## src/rtl/regfile_write_buffer_pkg.sv

```systemverilog
// regfile_write_buffer_pkg
// Shared constants for the register-file write buffer. The register file has
// 64-bit data and 32 entries, and index 31 is the zero register (XZR).
package regfile_write_buffer_pkg;
    localparam int DATA_W_DEF    = 64;
    localparam int ADDR_W_DEF    = 5;
    localparam int REGFILE_DEPTH = 32;
    localparam logic [4:0] XZR_IDX = 5'd31;
endpackage

```

## src/rtl/regfile_write_buffer_fifo.sv

```systemverilog
// wb_fifo
// Circular buffer that holds pending register writes. Besides the usual
// head/tail/count, it presents every slot in age order (0 = oldest, at head)
// with a valid bit, so the forwarding search does not need pointer math.
//   clk, rst             clock, async active-high reset (clears pointers/count)
//   push, push_idx/data  enqueue at tail (caller guarantees !full)
//   pop                  dequeue head (caller guarantees !empty)
//   head_idx/head_data   oldest entry
//   count, full, empty   occupancy
//   age_idx/data/vld     age-ordered view of all slots
module wb_fifo #(
    parameter int DEPTH  = 4,
    parameter int DATA_W = 64,
    parameter int ADDR_W = 5,
    localparam int PTR_W = $clog2(DEPTH),
    localparam int CNT_W = PTR_W + 1
) (
    input  logic                           clk,
    input  logic                           rst,
    input  logic                           push,
    input  logic                           pop,
    input  logic [ADDR_W-1:0]              push_idx,
    input  logic [DATA_W-1:0]              push_data,
    output logic [ADDR_W-1:0]              head_idx,
    output logic [DATA_W-1:0]              head_data,
    output logic [CNT_W-1:0]               count,
    output logic                           full,
    output logic                           empty,
    output logic [DEPTH-1:0][ADDR_W-1:0]   age_idx,
    output logic [DEPTH-1:0][DATA_W-1:0]   age_data,
    output logic [DEPTH-1:0]               age_vld
);
    logic [DEPTH-1:0][ADDR_W-1:0] idx_mem;
    logic [DEPTH-1:0][DATA_W-1:0] data_mem;
    logic [PTR_W-1:0]             head, tail;

    assign full      = (count == CNT_W'(DEPTH));
    assign empty     = (count == '0);
    assign head_idx  = idx_mem[head];
    assign head_data = data_mem[head];

    // Storage is not reset: stale slots are masked by age_vld.
    always_ff @(posedge clk) begin
        if (push) begin
            idx_mem[tail]  <= push_idx;
            data_mem[tail] <= push_data;
        end
    end

    // Pointers wrap for free because DEPTH is a power of two.
    always_ff @(posedge clk or posedge rst) begin
        if (rst) begin
            head  <= '0;
            tail  <= '0;
            count <= '0;
        end else begin
            if (push) tail <= tail + 1'b1;
            if (pop)  head <= head + 1'b1;
            if (push && !pop)      count <= count + 1'b1;
            else if (pop && !push) count <= count - 1'b1;
        end
    end

    always_comb begin
        for (int k = 0; k < DEPTH; k++) begin
            age_idx[k]  = idx_mem[head + PTR_W'(k)];
            age_data[k] = data_mem[head + PTR_W'(k)];
            age_vld[k]  = (CNT_W'(k) < count);
        end
    end
endmodule

```

## src/rtl/regfile_write_buffer.sv

```systemverilog
// regfile_write_buffer
// Queues datapath results and drains them into the register-file write port
// at one per cycle, with youngest-match forwarding of pending writes.
//   Clk, Reset                 clock, async active-high reset
//   InValid/InReady/InRW/InData producer handshake (RW=31 is dropped)
//   Hold                       stall the drain for this cycle
//   RegWr/RW/BusW              registered register-file write port
//   QueryRA/RB, HitA/B, FwdA/B forwarding lookup
//   Count                      FIFO occupancy (output stage excluded)
module regfile_write_buffer
    import regfile_write_buffer_pkg::*;
#(
    parameter int DEPTH  = 4,
    parameter int DATA_W = DATA_W_DEF,
    parameter int ADDR_W = ADDR_W_DEF,
    localparam int CNT_W = $clog2(DEPTH) + 1
) (
    input  logic              Clk,
    input  logic              Reset,
    input  logic              InValid,
    output logic              InReady,
    input  logic [ADDR_W-1:0] InRW,
    input  logic [DATA_W-1:0] InData,
    input  logic              Hold,
    output logic              RegWr,
    output logic [ADDR_W-1:0] RW,
    output logic [DATA_W-1:0] BusW,
    input  logic [ADDR_W-1:0] QueryRA,
    input  logic [ADDR_W-1:0] QueryRB,
    output logic              HitA,
    output logic              HitB,
    output logic [DATA_W-1:0] FwdA,
    output logic [DATA_W-1:0] FwdB,
    output logic [CNT_W-1:0]  Count
);
    localparam logic [ADDR_W-1:0] XZR = ADDR_W'(XZR_IDX);

    logic                         push, pop, full, empty;
    logic [ADDR_W-1:0]            head_idx;
    logic [DATA_W-1:0]            head_data;
    logic [DEPTH-1:0][ADDR_W-1:0] age_idx;
    logic [DEPTH-1:0][DATA_W-1:0] age_data;
    logic [DEPTH-1:0]             age_vld;

    // InReady depends only on registered occupancy, so a pop in the same
    // cycle never reopens the input early.
    assign InReady = !full;
    assign push    = InValid && InReady && (InRW != XZR);
    assign pop     = !empty && !Hold;

    wb_fifo #(.DEPTH(DEPTH), .DATA_W(DATA_W), .ADDR_W(ADDR_W)) u_fifo (
        .clk       (Clk),
        .rst       (Reset),
        .push      (push),
        .pop       (pop),
        .push_idx  (InRW),
        .push_data (InData),
        .head_idx  (head_idx),
        .head_data (head_data),
        .count     (Count),
        .full      (full),
        .empty     (empty),
        .age_idx   (age_idx),
        .age_data  (age_data),
        .age_vld   (age_vld)
    );

    // Output stage: one-cycle write pulse; index/data hold when idle.
    always_ff @(posedge Clk or posedge Reset) begin
        if (Reset) begin
            RegWr <= 1'b0;
            RW    <= '0;
            BusW  <= '0;
        end else begin
            RegWr <= pop;
            if (pop) begin
                RW   <= head_idx;
                BusW <= head_data;
            end
        end
    end

    // Oldest candidate first (output stage, then head..tail-1) so each later
    // match overrides, leaving the youngest one.
    function automatic logic [DATA_W:0] lookup(input logic [ADDR_W-1:0] q);
        logic [DATA_W:0] r;
        r = '0;
        if (RegWr && RW == q) r = {1'b1, BusW};
        for (int k = 0; k < DEPTH; k++)
            if (age_vld[k] && age_idx[k] == q) r = {1'b1, age_data[k]};
        if (q == XZR) r = '0;
        return r;
    endfunction

    always_comb begin
        {HitA, FwdA} = lookup(QueryRA);
        {HitB, FwdB} = lookup(QueryRB);
    end
endmodule

```

## config.mk

```make
export PLATFORM = sky130hd
export DESIGN_NAME = regfile_write_buffer
export DESIGN_NICKNAME = d
export VERILOG_FILES = /design/src/rtl/regfile_write_buffer_pkg.sv /design/src/rtl/regfile_write_buffer_fifo.sv /design/src/rtl/regfile_write_buffer.sv
export SDC_FILE = /design/constraint.sdc
export NUM_CORES = 1
export LEC_CHECK = 0
export BUFFER_PORTS_ARGS = -buffer_cell sky130_fd_sc_hd__buf_2
export CORE_MARGIN = 3
export CORE_UTILIZATION = 35
export CTS_CLUSTER_SIZE = 28
export DETAILED_ROUTE_END_ITERATION = 8
export PLACE_DENSITY = 0.61
export SETUP_SLACK_MARGIN = 0.15
export SKIP_CTS_REPAIR_TIMING = 1
export SLEW_MARGIN = 0
export SYNTH_ARGS = -nofsm -noshare
export SYNTH_HDL_FRONTEND = slang
export SYNTH_HIERARCHICAL = 1
export SYNTH_SLANG_ARGS = --single-unit
```

## constraint.sdc

```tcl
create_clock -name Clk -period 3.69 [get_ports Clk]
set_input_delay 0.369 -clock Clk [delete_from_list [all_inputs] [get_ports Clk]]
set_output_delay 0.369 -clock Clk [all_outputs]
set_load 0.02 [all_outputs]
```

After elaboration in Yosys (flattened, before gate mapping) --
Index checks and enable logic that the tools add are counted.
Word-level totals: bits in registers 353, bits of input ports 83, output and inout bits 204, logic and storage cells 103
Cells by class: add/subtract/negate cells 6, $lt $le $gt $ge 10, equality and inequality tests 14, mux-type cells 36, reduce and logical (&&, ||, !) cells 23
Operators by type and width (number):
- $mux 65 | 12
- $bmux 64 s2 | 4
- $mux 64 | 5
- $bwmux 256 | 1
- $demux 64 s2 | 1
- $eq 5x5->1 | 10
- $bmux 5 s2 | 4
- $mux 5 | 5
- $bwmux 20 | 1
- $logic_and 1x1->1 | 16
- $lt 2x3->1 const B | 5
- $demux 5 s2 | 1
- $eq 5x5->1 const B | 2
- $lt 1x3->1 const A | 2
- $lt 2x3->1 const A | 2
- $mux 3 | 2
- $logic_not 1->1 | 5
- $ne 5x5->1 const B | 1
- $add 2x1->2 const B | 2
- $add 2x2->2 const B | 2
- $add 3x1->3 const B | 1
- $eq 3x3->1 const B | 1
- $logic_not 3->1 | 1
- $sub 3x1->3 const B | 1
- other kinds (2) | 2

Depth between registers and ports, before layout --
depth after elaboration 9, depth in mapped cells 13, gate-level depth less buffers 9

Cells and area by module --
The synthesis kept the hierarchy.
Modules (own cells, without submodules):
- wb_fifo | times used 1, cells an instance 729, area each 16060.4 um2, sequential area each 8463.1 um2
- regfile_write_buffer | times used 1, cells an instance 1206, area each 8805.9 um2, sequential area each 1751.7 um2

Worst setup path after synthesis --
Ideal clock, no wire load.
path kind register -> register, start register u_fifo.count[0], end register u_fifo/data_mem[0] in the netlist's numbering (enable), library setup time 0.434 ns, arrival time 3.091 ns, data required time 3.256 ns, slack 0.165 ns, cell stages (with the launch flop) 7, path buffers 0, period minus slack after synthesis 3.525 ns, cells stage by stage dfrtp_1 > inv_1 > ha_1 > and2_1 > inv_1 > and3_1 > and2_1
Between the ends: cells in the longest elaborated chain, start to end 4
Ends and longest elaborated chain:
- start: declaration | RTL line regfile_write_buffer_fifo.sv:26 | output logic [CNT_W-1:0] count,
- start signal: assignment | RTL line regfile_write_buffer_fifo.sv:59 | if (push && !pop) count <= count + 1'b1;
- start signal: assignment | RTL line regfile_write_buffer_fifo.sv:60 | else if (pop && !push) count <= count - 1'b1;
- $eq 3x3->1 | RTL line regfile_write_buffer_fifo.sv:37 | assign full = (count == CNT_W'(DEPTH));
- net full | RTL line regfile_write_buffer.sv:38 | logic push, pop, full, empty;
- $logic_not 1->1 | RTL line regfile_write_buffer.sv:47 | assign InReady = !full;
- net InReady | RTL line regfile_write_buffer.sv:21 | output logic InReady,
- $logic_and 1x1->1 (2 in series) | RTL line regfile_write_buffer.sv:48 | assign push = InValid && InReady && (InRW != XZR);
- net push | RTL line regfile_write_buffer.sv:38
- end signal: indexed assignment | RTL line regfile_write_buffer_fifo.sv:46 | data_mem[tail] <= push_data;
- end: declaration | RTL line regfile_write_buffer_fifo.sv:34 | logic [DEPTH-1:0][DATA_W-1:0] data_mem;
The timed path passes the listed nets, and every way through them passes these cells. A chain may end at the register's enable or synchronous reset.

==> results_dict.tcl <==
set metrics [dict create \
    status "finished with violations" \
    violations "negative setup slack" \
    p_sw_share_pct 41.59 \
    viasPerCell 6.386 \
    final_hold_viol_count 0 \
    p_seq_share_pct 24.6 \
    postSynthCellCount 1935 \
    fin_nets 2246 \
    synth_edf_count 276 \
    synth.cell_area_um2 24870 \
    synth_fa_ha_area_share_pct 0.4529 \
    final_cell_area_um2 30530 \
    io_pins 287 \
    fmax_mhz 254.4 \
    tightestPinTransition_ns 1.027 \
    place_area_um2 26620 \
    cellLeakagePower_nw 10.62 \
    ys.flop_type "edfxtp_1" \
    io_buffers 286 \
    crit_fanout 15 \
    cts_tree "done" \
    power_switching_mw 10.87 \
    gp_congestion 0.8043 \
    rsz0062_at_grt "true" \
    grt-ovfl-total 0 \
    clock_latency_ns 0.58 \
    grt_pass1_wl_mm 118.8 \
    area_growth_pct 22.79 \
    synth_top_family_by_area "multiplexers" \
    die_y_um 272.5 \
    synthesis.nets 2027 \
    antenna_found_initial 7 \
    crit_arrival_ns 3.56 \
    yosys_warnings 6 \
    avgSynthCellArea_um2 12.85 \
    grt_start_max_net_pins 135 \
    slew_violations 0 \
    drc 0 \
    post_drt_wl_per_cell_um 28.26 \
    grt.total_usage_pct 20.69 \
    dieArea_um2 74280 \
    drt-total-wl_mm 88.54 \
    cts_sinks 353 \
    dp_slack_ns 0.1336 \
    fp.dieW_um 272.5 \
    layout-drive-gt1-share_pct 43.35 \
    ys_seq_elements 353 \
    vias 20010 \
    ir_worst_vdd_uv 912.0 \
    startpoint_type "register" \
    row_count 97 \
    root_buffer "clkbuf_16" \
    synth-simple-area-share_pct 8.126 \
    async_flop_share_pct 21.81 \
    critPathCaptureType "output pin" \
    dp_hpwl_mm 47.38 \
    final-setup-viol-count 128 \
    fin_worst_skew_ns 0.02147 \
    start_util_pct 35.45 \
    drtIter0Drc 2361 \
    relSlewSlack_pct 31.54 \
    core_area_um2 70150 \
    synth-xor-area-share_pct 1.972 \
    clkPwrFrac_pct 16.4 \
    p_comb_share_pct 59.0 \
    period_needed_ns 3.931 \
    fin_ws_ns -0.2413 \
    synth_cell_types 33 \
    required_ns 3.32 \
    antenna_left 0 \
    h-tree-depth 2 \
    power_density_nw_per_um2 856.3 \
    synth_compound_area_share_pct 10.17 \
    clock_tree.buffer_depth 3 \
    grt_pass1_vias 18990 \
    clk_pin_slew_ns 0.06 \
    internal_power_mw 15.27 \
    muxShareOfSynthArea_pct 30.74 \
    firstDrtPassIters 8 \
    ys_seq_area_share_pct 41.08 \
    maxCapViolations 0 \
    min_path_type "in -> reg" \
    crit_type "reg -> out" \
    cts_buffers 44 \
    fin_crit_sh_pct 106.5 \
]
through the flow:
stage | power, mW | util (%) | setup TNS [ns] | hold slack, ns | std cells
6_report | 26.15 | 43.53 | -22.56 | 0.01663 | 3133
5_1_grt | 27.38 | 43.52 | -41.00 | 0.001177 | 3132
4_1_cts | 24.38 | 39.99 | -52.87 | -0.2518 | 3020
3_5_place_dp | 19.98 | 37.95 | 0 | 0.3636 | 2939
3_3_place_gp | 19.67 | 37.95 | 0 | 0.3611 | 2939
2_1_floorplan | 17.20 | - | 0 | 0.1724 | 1935
flip-flops by register name (all words and copies together), names as in the netlist:
name             flops
u_fifo/data_mem    256
RegWr                1
u_fifo/head          2
u_fifo/count         3
RW                   5
BusW                64
u_fifo/idx_mem      20
u_fifo/tail          2
final timing paths:
path	startpoint	end	slack, ns	cells after the start
setup / recovery	u_fifo/head[1]	FwdB[18]	-0.24	11
hold / removal	InData[50]	u_fifo/data_mem[50]	0.02	1
setup reg to reg	u_fifo/count[1]	u_fifo/data_mem[167]	1.12	7
hold reg to reg	u_fifo/tail[0]	u_fifo/tail[0]	0.55	1
max in group asynchronous	Reset	BusW[38]	2.74	4
min in group asynchronous	Reset	u_fifo/head[0]	0.34	3
power groups by stage:
stage	Clock, mW	Sequential, mW	Combinational, mW
finish	4.29	6.43	15.4
global route	4.57	6.55	16.3
CTS	4.41	6.48	13.5
detailed placement	0	6.55	13.4
global placement	0	6.45	13.2
floorplan	0	6.66	10.5
metal layers:
| metal | global-route usage, % | up-vias | wire length (µm) |
|---|---|---|---|
| met5 | 0 | - | 23 |
| met4 | 9.870 | 4 | 3582 |
| met3 | 3.108 | 265 | 8733 |
| met2 | 34.74 | 1371 | 43260 |
| met1 | 26.33 | 10250 | 32950 |
| li1 | - | 8114 | - |
synth_stat cells, types with 65 or more instances:
master    number  share of area (%)
buf_4         85                2.6
mux2_2        69                3.1
mux4_2       276                 25
dfrtp_1       77                7.7
nand3_1       70                1.4
o21ai_0       66                1.3
edfxtp_1     276                 33
mux2i_1       65                2.6
a31oi_1       65                1.6
clkbuf_1      86                1.3
nor2_1       198                3.0
nand2_1      197                3.0
cells by family (layout without fill, tap and decap cells):
kind of cell / after synthesis / after routing
fa+ha+maj: 9 / 9
buf+inv: 285 / 539
simple gates: 495 / 495
flops: 353 / 353
compound gates: 327 / 327
other cells: 0 / 4
mux: 410 / 410
xor+xnor: 56 / 56
worst max-delay path, cell delays in order, from the launching register on:
cell and delay (ns):
dfrtp_4 0.49, buf_12 0.15, mux4_2 0.46, xor2_1 0.19, nor4_2 0.28, and3_4 0.28
buf_12 0.18, buf_4 0.17, mux2i_1 0.20, o211ai_1 0.12, a32o_2 0.28, buf_2 0.16
cell type report:
class,count,area [µm²]
Inverter,9,35.03
Antenna cell,4,10.01
Tap cell,940,1176
Sequential cell,353,10220
Fill cell,6367,39620
Clock buffer,60,1232
Clock inverter,21,197.7
Multi-Input combinational cell,1297,13330
Timing Repair Buffer,449,4330
layout by cell type, fill, tap and decap left out, types with 36 or more instances in the layout:
cell type	count
a311o_1	64
o211ai_1	64
mux2_2	69
edfxtp_1	276
mux2i_1	60
dfrtp_1	75
clkbuf_16	69
o21ai_0	61
nand2_1	180
nand3_1	65
buf_2	177
xor2_1	40
buf_12	36
mux4_2	276
buf_6	51
nor2_1	187
buf_4	107
No activity file was read; power rests on OpenSTA's default activity.
